$ cat config.mk
export PLATFORM = sky130hd
export DESIGN_NAME = fetch_sequencer
export DESIGN_NICKNAME = d
export VERILOG_FILES = /design/src/rtl/fetch_sequencer.sv
export SDC_FILE = /design/constraint.sdc
export NUM_CORES = 1
export LEC_CHECK = 0
export ABC_AREA = 1
export BUFFER_PORTS_ARGS = -buffer_cell sky130_fd_sc_hd__buf_2
export CORE_MARGIN = 1.5
export CORE_UTILIZATION = 53
export DETAILED_ROUTE_END_ITERATION = 8
export PLACE_DENSITY = 0.8
export REMOVE_ABC_BUFFERS = 1
export SLEW_MARGIN = 30
export SYNTH_ARGS = -nofsm -noshare
export SYNTH_HDL_FRONTEND = slang
export SYNTH_SLANG_ARGS = --single-unit
$ cat constraint.sdc
create_clock -name clk -period 2.9 [get_ports clk]
set_input_delay 0.29 -clock clk [delete_from_list [all_inputs] [get_ports clk]]
set_output_delay 0.29 -clock clk [all_outputs]
set_load 0.05 [all_outputs]
$ cat src/rtl/fetch_sequencer.sv
// fetch_sequencer: IF-stage PC sequencer with IF/ID register, branch redirect, stall/halt and perf counters
module fetch_sequencer #(
  parameter logic [63:0] RESET_PC   = 64'h0,
  parameter bit          DELAY_SLOT = 1'b1,
  parameter int          CNT_W      = 32
) (
  input  logic             clk,
  input  logic             reset,
  input  logic             stall,
  input  logic             br_taken,
  input  logic [63:0]      br_pc,
  input  logic             halt,
  input  logic [31:0]      mem_instr,
  output logic [63:0]      pc,
  output logic [31:0]      ifid_instr,
  output logic [63:0]      ifid_pc,
  output logic             ifid_valid,
  output logic             halted,
  output logic [CNT_W-1:0] fetch_cnt,
  output logic [CNT_W-1:0] bubble_cnt
);
  typedef enum logic [1:0] {BOOT, RUN, HALT} state_t;
  state_t           state_q;
  logic [63:0]      pc_q, ifid_pc_q;
  logic [31:0]      ifid_instr_q;
  logic             ifid_valid_q, halted_q;
  logic [CNT_W-1:0] fetch_cnt_q, bubble_cnt_q, fetch_cnt_d, bubble_cnt_d;
  logic             squash;
  // Saturating increments so the counters stick at all-ones instead of wrapping
  always_comb begin
    fetch_cnt_d  = &fetch_cnt_q ? fetch_cnt_q : fetch_cnt_q + CNT_W'(1);
    bubble_cnt_d = &bubble_cnt_q ? bubble_cnt_q : bubble_cnt_q + CNT_W'(1);
    squash       = br_taken && !DELAY_SLOT;
  end
  // BOOT/RUN/HALT sequencer owning the PC, IF/ID register and counters
  always_ff @(posedge clk or negedge reset) begin
    if (!reset) begin
      state_q      <= BOOT;
      pc_q         <= RESET_PC;
      ifid_instr_q <= '0;
      ifid_pc_q    <= '0;
      ifid_valid_q <= 1'b0;
      halted_q     <= 1'b0;
      fetch_cnt_q  <= '0;
      bubble_cnt_q <= '0;
    end else begin
      case (state_q)
        BOOT: begin
          state_q      <= RUN;
          ifid_valid_q <= 1'b0;
        end
        RUN: begin
          if (halt) begin
            state_q      <= HALT;
            halted_q     <= 1'b1;
            ifid_valid_q <= 1'b0;
          end else if (stall) begin
            bubble_cnt_q <= bubble_cnt_d;
          end else begin
            pc_q         <= br_taken ? {br_pc[63:2], 2'b00} : pc_q + 64'd4;
            ifid_pc_q    <= pc_q;
            ifid_instr_q <= squash ? 32'h0 : mem_instr;
            ifid_valid_q <= !squash;
            if (squash) bubble_cnt_q <= bubble_cnt_d;
            else fetch_cnt_q <= fetch_cnt_d;
          end
        end
        HALT: ifid_valid_q <= 1'b0;
        default: state_q <= BOOT;
      endcase
    end
  end
  assign pc         = pc_q;
  assign ifid_instr = ifid_instr_q;
  assign ifid_pc    = ifid_pc_q;
  assign ifid_valid = ifid_valid_q;
  assign halted     = halted_q;
  assign fetch_cnt  = fetch_cnt_q;
  assign bubble_cnt = bubble_cnt_q;
endmodule

==> results of run 1 <==
[synthesized netlist by cell type, drive strengths merged]
cell type  instances  area share
nand2            790        0.23
nor2             266       0.079
dfrtp            224        0.43
inv              197       0.057
o21ai            147       0.058
nand3             95       0.038
clkbuf            38       0.011
xor2              34       0.023
a21oi             31       0.012
nor3              31       0.013
buf               25       0.011
xnor2             22       0.015
nand4             21       0.010
o22ai              4      0.0019
ha                 3      0.0029
o211ai             3      0.0017
a31oi              2     0.00097
and3               1     0.00048
conb               1     0.00029
nand3b             1     0.00058
o21bai             1     0.00058
[critical path: stages (launching register included)]
cell	delay (ps)
dfrtp_1	470
ha_1	260
nand2_1	90
nor2_1	280
nand2_1	240
nor2_2	390
nand2_1	210
o21ai_0	210
nand3_1	80
o21ai_0	120
inv_1	70
[cell families (layout without fill, tap and decap cells)]
| kind of cell | Yosys count | in the layout | synth area share |
|---|---|---|---|
| and+or+nand+nor | 1205 | 1205 | 0.3710 |
| buffers and inverters | 260 | 602 | 0.07939 |
| DFF | 224 | 224 | 0.4332 |
| AOI/OAI and AO/OA | 188 | 188 | 0.07523 |
| xor gates and xnor gates | 56 | 56 | 0.03791 |
| adders and majority gates | 3 | 3 | 0.002901 |
| other | 1 | 8 | 0.0002898 |
[power groups by stage]
stage	combinational [µW]	sequential (µW)	clock [µW]
finish	8340	5570	2920
detailed placement	8280	5560	0
global placement	8150	5500	0
floorplan	2090	9330	0
CTS	8340	5520	2970
global route	8930	5720	3080
[repair_timing]
action,CTS,global route
hold buffers,33,0
gates resized for setup,0,0
hold endpoints to repair,119,0
[area by class of cell]
class | instances | share of cell area
sequential | 224 | 0.3525
inverter | 197 | 0.04682
multi-input combinational | 1456 | 0.3977
clock buffer | 36 | 0.04446
clock inverter | 2 | 0.0008656
timing repair buffer | 367 | 0.1319
tap | 319 | 0.02510
antenna | 4 | 0.0006295
[routing by layer]
metal / part of all wire / vias up / track usage
li1: - / 6680 / -
met1: 0.41 / 6286 / 0.4271
met2: 0.45 / 608 / 0.5258
met3: 0.080 / 154 / 0.05236
met4: 0.051 / 0 / 0.1604
met5: 0 / - / 0
[state kept, by name, indices dropped and copies added (netlist names)]
register and cells:
pc 62, ifid_pc 62, ifid_valid 1, ifid_instr 32, state_q 2, halted 1, bubble_cnt 32, fetch_cnt 32
[worst paths after layout]
path	from	endpoint	cells past startpoint
max	pc[2]	pc[34]	10
min	br_pc[3]	pc[3]	3
max reg2reg	pc[2]	pc[34]	10
min reg2reg	state_q[1]	state_q[0]	1
max in group asynchronous	reset	bubble_cnt[5]	3
min in group asynchronous	reset	fetch_cnt[2]	2
[per-stage QoR]
| stage | setup WS, ps | cell area, µm² | cells | util | hold WS, ps |
|---|---|---|---|---|---|
| floorplan | -3776 | 12660 | 1877 | - | -5.591 |
| global placement | 574.9 | 14840 | 2530 | 0.6266 | 356.6 |
| detailed placement | 474.8 | 14840 | 2530 | 0.6266 | 360.8 |
| CTS | 449.1 | 15890 | 2601 | 0.6710 | 10.08 |
| global route | 302.6 | 15900 | 2604 | 0.6713 | 29.03 |
| finish | 360.3 | 15900 | 2605 | 0.6714 | 27.43 |
==> summary.txt, run 1 <==
Outcome
  – Outcome: complete, no violations

Yosys
  – Cell variety after synth: 35
  – Mapped cell area: 12940 µm²
  – YS warnings: 0
  – Post-Synthesis Cells: 1937
  – Avg Cell Area, Syn: 6.680 µm²
  – Yosys reg bits: 224
  – Post-synthesis sequential area ratio: 0.4332

Timing
  – Slew @ Worst Pin: 886.6 ps
  – Fmax: 393.7 MHz
  – Hold Vio Cnt, Final: 0
  – # setup viols final: 0
  – Slew Viols, Final: 0
  – Final min period: 2540 ps
  – Slew Limit Headroom: 0.4089
  – Final period utilization: 0.8758
  – Final setup TNS: 0 ps
  – RSZ-0062 raised after global routing: false
  – Layout Skew: 15.51 ps

CTS
  – Clk buf depth: 3
  – CTS clk-pin slew, worst paths: 60 ps
  – H-tree depth: 1
  – Worst skew pair latency: 540 ps
  – Post-CTS setup buffers: 0
  – Clock Tree Root: clkbuf_16
  – Clock sinks: 224
  – CTS Buf Count: 25
  – CTS tree: yes

Layout
  – Reg area: 5605 µm²
  – Multi-input combinational cell area: 6324 µm²
  – Share of cells above drive strength 1: 0.1665
  – Final net count: 2375
  – Commonest non-fill, non-tap cell in the layout: nand2_1
  – Synth-to-layout area growth: 22.89%
  – FILL cells: 2171
  – Commonest cells after routing, fill and taps aside: nand2_1, buf_2, nor2_1

Drt
  – Routed Antenna Nets: 0
  – Drt pass-1 iters: 6
  – Initial drt markers: 1214
  – DR vias: 13730
  – DR DRC count: 0
  – Avg Vias per Cell: 5.270
  – Drt wl/cell: 16.00 µm
  – Total wire length: 41690 µm

Pwr
  – Clock power frac: 0.174
  – Overall Power: 16830 µW
  – Switching fraction of total power: 0.5411
  – Peak VDD IR: 0.9229 mV
  – Sw power: 9108 µW
  – Comb power frac: 0.496
  – Pwr/cell area: 1058 nW/µm²
  – Sequential Power Share: 0.331
  – Leak: 0.008353 µW
  – Int Pwr: 7723 µW

Flow run
  – Max-cap violations: 0

Die
  – IO Count: 327
  – Chip height: 159.2 µm
  – Die ar.: 25360 µm²
  – Placeable Area: 23680 µm²
  – Die span in x: 159.2 µm
  – Initial core utilization: 0.5463
  – Cell Rows: 56

Global routing
  – Antenna violations before repair: 4
  – Largest net degree at the start of global routing: 92
  – GR Util All Layers: 0.3257
  – First-pass GRT wire length: 67050 µm
  – Number of global-route vias before repair: 13150
  – Grt ovf: 0

Placement
  – GP Congestion: 0.9780
  – HPWL Detailed: 30660 µm
  – PortBufs: 320

Critical path
  – Required @ worst endpoint: 3320 ps
  – CP max FO: 7
  – Kind of critical path: reg -> reg
  – Crit path capture type: register
  – CP arrival: 2960 ps
  – Startpoint Class: register
  – Reg2reg setup slack: 360 ps

Worst hold path
  – Hold crit path type: in -> reg
(Power assumes the default switching activity.)
==> run 2, diff against run 1 <==
- CORE_UTILIZATION: 53 -> 49
- PLACE_DENSITY: 0.8 -> 0.83
- clock period: 2.9 -> 2.2 ns (I/O delays scaled with it)
==> summary.txt, run 2 (synthesis results as in run 1) <==
CTS
  – Clk buf depth: 3 (unchanged)
  – Clock Tree Root: clkbuf_16
  – Worst skew pair latency: 540 ps (about the same)
  – CTS clk-pin slew, worst paths: 60 ps (about the same)
  – Clock sinks: 224 (unchanged)
  – CTS Buf Count: 26 (+4.0%)
  – CTS tree: yes
  – H-tree depth: 1 (unchanged)

Drt
  – Avg Vias per Cell: 5.211 (-1.1%)
  – Drt wl/cell: 15.91 µm (-0.56%)
  – DR vias: 13890 (+1.2%)
  – Drt pass-1 iters: 7 (+1)
  – DR DRC count: 0 (unchanged)
  – Routed Antenna Nets: 0 (unchanged)
  – Initial drt markers: 1079 (-11%)
  – Total wire length: 42420 µm (+1.8%)

Layout
  – Fin util: 0.6352 (-0.03623)
  – Final net count: 2413 (+1.6%)
  – Synth-to-layout area growth: 27.56%
  – Commonest cells after routing, fill and taps aside: nand2_1, buf_2, nor2_1
  – FILL cells: 2358 (+8.6%)
  – Share of cells above drive strength 1: 0.1830 (+0.01647)
  – Commonest non-fill, non-tap cell in the layout: nand2_1

Placement
  – GP Congestion: 0.9559 (-2.3%)
  – DP Worst Slack: -53.54 ps (-528.4 ps)
  – PortBufs: 320 (unchanged)
  – HPWL Detailed: 31310 µm (+2.1%)

Pwr
  – Peak VDD IR: 1.039 mV (+13%)
  – Pwr/cell area: 1398 nW/µm² (+32%)
  – Leak: 0.008641 µW (+3.4%)

Die
  – Initial core utilization: 0.4979 (-0.04840)
  – Cell Rows: 59 (+5.4%)
  – Chip height: 165.5 µm (+3.9%)
  – Die ar.: 27390 µm² (+8.0%)
  – Placeable Area: 25980 µm² (+9.7%)
  – Die span in x: 165.5 µm (+3.9%)
  – IO Count: 327 (unchanged)

Global routing
  – Antenna violations before repair: 6 (+2)
  – Grt ovf: 0 (unchanged)
  – GR Util All Layers: 0.3081 (-0.01751)
  – First-pass GRT wire length: 66510 µm (-0.80%)
  – Number of global-route vias before repair: 13140 (-0.14%)
  – Largest net degree at the start of global routing: 74 (-20%)

Timing
  – Final period utilization: 0.9716 (+0.09586)
  – Hold Vio Cnt, Final: 0 (unchanged)
  – Layout Skew: 16.72 ps (+1.206 ps)
  – Final min period: 2138 ps (-402.1 ps)
  – Setup WS post-layout: 62.40 ps (-297.9 ps)
  – Slew @ Worst Pin: 601.3 ps (-285.4 ps)
  – # setup viols final: 0 (unchanged)
  – RSZ-0062 raised after global routing: true
  – Final setup TNS: 0 ps (unchanged)
  – Fmax: 467.8 MHz (+19%)
  – Slew Limit Headroom: 0.5961 (+0.1872)
  – Slew Viols, Final: 0 (unchanged)

Critical path
  – R2R Path Start: pc[2]
  – Reg2reg setup slack: 60 ps (-300 ps)
  – Startpoint Class: register
  – Crit path capture type: register
  – Required @ worst endpoint: 2630 ps (-690 ps)
  – Kind of critical path: reg -> reg
  – R2R depth: 11 (+1)
  – Critical R2R Capture: pc[34]
  – CP max FO: 6 (-1)
  – CP arrival: 2570 ps (-390 ps)

Worst hold path
  – Hold Path Origin: br_pc[10]
  – Hold Path End: pc[10]
  – Hold path depth: 5 (+2)
  – Hold crit path type: in -> reg

Outcome
  – Outcome: complete, no violations

Flow run
  – Max-cap violations: 0 (unchanged)
## run 2: cell types whose count changed in the layout (fill, tap and decap cells not counted), moves of 3 or more
| cell | before | now |
|---|---|---|
| nor2_1 | 262 | 257 |
| nor2_2 | 2 | 5 |
| buf_4 | 10 | 31 |
| buf_12 | 4 | 10 |
| clkbuf_8 | 4 | 8 |
| dlygate4sd3_1 | 33 | 42 |
## run 2: power breakdown
part           leakage, µW  internal, µW  switching (µW)
Sequential         0.00284          5670            1660
Combinational      0.00536          2450            8780
Clock             0.000437          2740            1780
## run 2: cell type report
cell class | count | area, µm² | area share
multi-input combinational | 1456 | 6351 | 0.3848
timing repair buffer | 404 | 2476 | 0.1500
antenna | 3 | 7.507 | 0.0004549
tap | 335 | 419.2 | 0.02540
clock buffer | 40 | 804.5 | 0.04875
inverter | 197 | 747.0 | 0.04526
sequential | 224 | 5605 | 0.3396
clock inverter | 7 | 93.84 | 0.005686
## run 2: worst max path at each step
stage	from	to	slack (ps)
CTS	pc[2]	pc[34]	20
floorplan	state_q[0]	fetch_cnt[11]	-4480
detailed placement	pc[2]	pc[34]	-50
global route	pc[2]	pc[34]	-20
finish	pc[2]	pc[34]	60
global placement	pc[2]	pc[34]	90
## run 2: timing repair
item / CTS / global route
hold endpoints to repair: 98 / 0
hold buffers: 42 / 0
pin swaps: 0 / 1
setup endpoints to repair: 1 / 30
setup buffers: 0 / 1
gates cloned: 0 / 0
resized for setup: 2 / 10
## run 2: metal layers
layer | vias to the layer above | track usage | routed length, µm
li1 | 6749 | - | -
met5 | - | 0 | 23
met3 | 114 | 0.05569 | 3259
met2 | 595 | 0.5108 | 19670
met4 | 4 | 0.1295 | 1784
met1 | 6431 | 0.3950 | 17690
## run 2: stage by stage
stage               instances  cell area [µm²]  power, µW  hold slack (ps)
floorplan                1877            12660      15060           -75.59
global placement         2573            15140      18160            189.0
detailed placement       2573            15140      18390            184.6
CTS                      2662            16460      23050           0.6872
global route             2666            16500      24310            31.63
finish                   2666            16500      23070            17.21
## run 2: worst max-delay path: stages, from the launching register on
cell,delay (ps)
dfrtp_1,430
ha_2,240
nand2_1,120
nor2_4,150
nand2_2,130
nor2_4,210
buf_4,150
nand2_1,110
o21ai_0,240
nand3_1,100
o21ai_0,90
inv_1,60
